File: src/rtl/event_encoder8to3.sv
// Sequential 8-to-3 event encoder: latches request-line events into a pending
// vector and streams their indices over valid/ready. Optional macro
// EVENT_ENC_ROUND_ROBIN_EN switches selection from fixed priority to round-robin.
module event_encoder8to3 #(
  parameter bit EDGE_DET = 1'b1
) (
  input  logic       clk,
  input  logic       rst,
  input  logic       en,
  input  logic [7:0] d,
  input  logic       ovf_clr,
  input  logic       ready,
  output logic [2:0] a,
  output logic       valid,
  output logic [7:0] pending,
  output logic       ovf
);

  localparam int unsigned N  = 8;
  localparam int unsigned AW = 3;

  typedef enum logic {
    ST_IDLE    = 1'b0,
    ST_PRESENT = 1'b1
  } state_e;

  state_e          state_q, state_d;
  logic [AW-1:0]   a_q, a_d;
  logic [N-1:0]    pending_q, pending_d;
  logic [N-1:0]    d_q;
  logic            ovf_q, ovf_d;

  logic [N-1:0]    ev;
  logic [N-1:0]    served;
  logic [N-1:0]    rem;
  logic            hs;
  logic [AW-1:0]   idle_start;
  logic [AW-1:0]   hs_start;

  // First set bit found scanning downward from start, wrapping modulo 8.
  function automatic logic [AW-1:0] pick(input logic [N-1:0] vec,
                                         input logic [AW-1:0] start);
    logic [AW-1:0] idx;
    logic          found;
    pick  = '0;
    found = 1'b0;
    for (int i = 0; i < N; i++) begin
      idx = start - AW'(i);
      if (!found && vec[idx]) begin
        pick  = idx;
        found = 1'b1;
      end
    end
  endfunction

`ifdef EVENT_ENC_ROUND_ROBIN_EN
  logic [AW-1:0] last_q, last_d;

  always_comb begin
    last_d     = hs ? a_q : last_q;
    idle_start = last_q - AW'(1);
    hs_start   = a_q - AW'(1);
  end

  always_ff @(posedge clk) begin
    if (rst) last_q <= '0;
    else     last_q <= last_d;
  end
`else
  always_comb begin
    idle_start = AW'(N - 1);
    hs_start   = AW'(N - 1);
  end
`endif

  // Event capture, drain of the served line and sticky overflow.
  always_comb begin
    if (EDGE_DET) ev = d & ~d_q & {N{en}};
    else          ev = d & {N{en}};
    hs        = (state_q == ST_PRESENT) & ready;
    served    = hs ? (N'(1) << a_q) : '0;
    rem       = pending_q & ~served;
    pending_d = rem | ev;
    ovf_d     = (ovf_q & ~ovf_clr) | (|(ev & rem));
  end

  always_comb begin
    state_d = state_q;
    a_d     = a_q;
    case (state_q)
      ST_IDLE: begin
        if (|pending_q) begin
          a_d     = pick(pending_q, idle_start);
          state_d = ST_PRESENT;
        end
      end
      ST_PRESENT: begin
        if (hs) begin
          if (|rem) a_d     = pick(rem, hs_start);
          else      state_d = ST_IDLE;
        end
      end
      default: state_d = ST_IDLE;
    endcase
  end

  always_ff @(posedge clk) begin
    if (rst) begin
      state_q   <= ST_IDLE;
      a_q       <= '0;
      pending_q <= '0;
      d_q       <= '0;
      ovf_q     <= 1'b0;
    end else begin
      state_q   <= state_d;
      a_q       <= a_d;
      pending_q <= pending_d;
      d_q       <= d;
      ovf_q     <= ovf_d;
    end
  end

  assign a       = a_q;
  assign valid   = (state_q == ST_PRESENT);
  assign pending = pending_q;
  assign ovf     = ovf_q;

endmodule

File: config.mk
export PLATFORM = sky130hd
export DESIGN_NAME = event_encoder8to3
export DESIGN_NICKNAME = d
export VERILOG_FILES = /design/src/rtl/event_encoder8to3.sv
export SDC_FILE = /design/constraint.sdc
export NUM_CORES = 1
export LEC_CHECK = 0
export ABC_AREA = 1
export ABC_CLOCK_PERIOD_IN_PS = 1890
export BUFFER_PORTS_ARGS = -buffer_cell sky130_fd_sc_hd__buf_2
export CAP_MARGIN = 0
export CORE_MARGIN = 2
export CORE_UTILIZATION = 40
export CTS_BUF_LIST = sky130_fd_sc_hd__clkbuf_4 sky130_fd_sc_hd__clkbuf_8 sky130_fd_sc_hd__clkbuf_16
export DETAILED_ROUTE_END_ITERATION = 6
export GPL_ROUTABILITY_DRIVEN = 1
export MAX_ROUTING_LAYER = met4
export PLACE_DENSITY = 0.72
export RECOVER_POWER = 100
export SLEW_MARGIN = 25
export SYNTH_ARGS = -nofsm -noshare
export SYNTH_HDL_FRONTEND = slang
export SYNTH_SLANG_ARGS = --single-unit
export TNS_END_PERCENT = 5
File: constraint.sdc
create_clock -name clk -period 1.89 [get_ports clk]
set_clock_uncertainty 0.05 [all_clocks]
set_input_delay 0.189 -clock clk [delete_from_list [all_inputs] [get_ports clk]]
set_output_delay 0.189 -clock clk [all_outputs]
set_load 0.01 [all_outputs]
==> metrics.cfg <==
[setup_path]
critPathRequiredTime_ps = 2040
critPathKind = reg -> reg
startpoint_type = flip-flop
end_kind = flip-flop
crit_path_cell_trace = nand3_1 -> o21ai_0 -> nand2_1 -> nor2_1 -> nand2_2 -> nand2_4 -> nand2_1 -> nand2_1 -> nor2_1
critPathArrivalTime_ps = 1790
cp_slowest_stage_delay_ps = 400
crit_fanout = 5
slowest_stage = dfxtp_1
crit_top_cell = nand2_1

[synth]
syn_area_um2 = 921
synth_top_family_by_area = simple AND/OR/NAND/NOR gates
synth_compound_area_frac = 0.164
syn_avg_cell_area_um2 = 7.08
synth_fa_ha_area_frac = 0
synthMuxAreaShare = 0
yosysWarningCount = 0
synth.area.top_cells = dfxtp_1, nand2_1, nor2_1, inv_1, a21oi_1
yosys.area.top_type = dfxtp_1
seq_area_frac_synth = 0.457
synth-simple-area-share = 0.285
synth_top_cell_area_share = 0.457
synth_xor_area_frac = 0
synth-seq-cells = 21
yosysUniqueCellTypes = 19
syn_nets = 143
syn_inst = 130

[timing]
max_freq_mhz = 610
slew_violations = 0
hold_slack_ps = 52.9
tightest_slew_ps = 757
period_share = 0.867
worst_slack_ps = 251
fin_setup_tns_ps = 0
hold_viol = 0
relSlewSlack = 0.495
setup_viol = 0
rsz0062_at_grt = false
period_needed_ps = 1640

[layout]
fin_nets = 170
ff_latch_area_um2 = 420
multi_input_area_um2 = 414
syn_to_final_growth_pct = 17.5
drive_gt1_frac = 0.154
final_cell_mix = nor2_1, nand2_1, dfxtp_1, inv_1, clkbuf_1
diodes = 0
instances_no_fill = 184
design_area_mm2 = 0.00108
nFillCells = 248
post-route-util = 0.494

[floorplan]
rows = 17
dieArea_mm2 = 0.00270
die_w_um = 52.0
floorplan.core_area_mm2 = 0.00219
start_util = 0.420
fp.dieH_um = 52.0
io_pins = 26

[pwr]
leakage_nw = 0.528
p_total_mw = 0.924
p_per_area_mw_per_mm2 = 853
vdd_drop_max_mv = 0.490

[detailed_routing]
vias_per_cell = 4.67
drc = 0
vias = 860
wl_mm = 1.90
first_pass_iters = 4
postRouteAntennaNets = 0
drt-initial-drc-count = 21
wl_per_cell_um = 10.3

[clocking]
cts_tree = done
post_cts_buffers = 0
post_cts_resized = 0
cts_buffer_depth = 2
clock_sinks = 21
cts_buffers = 3
insertion_delay_ps = 290
hold_buffers = 0
root_buffer = clkbuf_4
htree_levels = 1
clk_pin_slew_ps = 110

[global_route]
grt_max_degree = 20
grt_overflow = 0
grt_usage = 0.160
grt_pass1_wl_mm = 3.18
grt_pass1_vias = 757
antenna_found_initial = 0

[place]
gp_congestion = 0.886
dp_slack_ps = 274
placed_cells = 180
place_hpwl_mm = 1.51
io_buffers = 25
placed_area_mm2 = 0.00107

[run]
drv_cap = 0

[worst_hold_path]
worstHoldPathType = in -> reg

[status]
status = finished clean

where the power goes:
part	total [mW]	internal, mW	switching (mW)
clock network	0.218	0.0964	0.122
logic	0.204	0.0712	0.133
registers	0.502	0.479	0.0230
worst paths after layout:
| path | startpoint | end | slack [ps] | cells past startpoint |
|---|---|---|---|---|
| max reg2reg | valid | a[1] | 250 | 9 |
| min reg2reg | d_q[1] | pending[1] | 460 | 3 |
| max | valid | a[1] | 250 | 9 |
| min | d[4] | d_q[4] | 50 | 3 |
critical path, delay by kind of cell, from the launching register on:
| kind | cells | cell delay (ps) |
|---|---|---|
| AO/OA/AOI/OAI | 1 | 350 |
| AND/OR/NAND/NOR | 8 | 740 |
| flip-flops | 1 | 400 |
logic make-up after synthesis:
family          Yosys count
flops                    21
compound gates           26
buf+inv                  23
simple gates             60
layer usage:
metal  wire, um  global-route usage  vias up  part of all wire
li1           -                   -      463                 -
met1        948               0.222      373              0.50
met2        851               0.236       24              0.45
met3         95              0.0345        0             0.050
met4          0              0.0395        0                 0
met5          0                   -        -                 0
final cells by class:
| type | instances | share of cell area |
|---|---|---|
| Clock buffer | 4 | 0.0277 |
| Timing Repair Buffer | 25 | 0.0994 |
| Sequential cell | 21 | 0.388 |
| Inverter | 20 | 0.0694 |
| Tap cell | 28 | 0.0324 |
| Multi-Input combinational cell | 86 | 0.383 |
Yosys cell counts:
cell and n:
nand2_1 24, clkbuf_1 2, nand2_4 1, o21ai_2 2, or2_2 1, inv_1 20
nor2_1 24, nand3_2 1, buf_1 1, nand2_2 2, nand3_1 5, o22ai_1 4
o21ai_1 6, o21bai_2 1, a21oi_1 12, dfxtp_1 21, o21a_1 1, nor2_4 1
nand4_1 1
flip-flops by register name, summed over array words and instances (netlist names):
signal   flops
a            3
d_q          8
ovf          1
pending      8
valid        1
No activity file was read; power rests on OpenSTA's default activity.
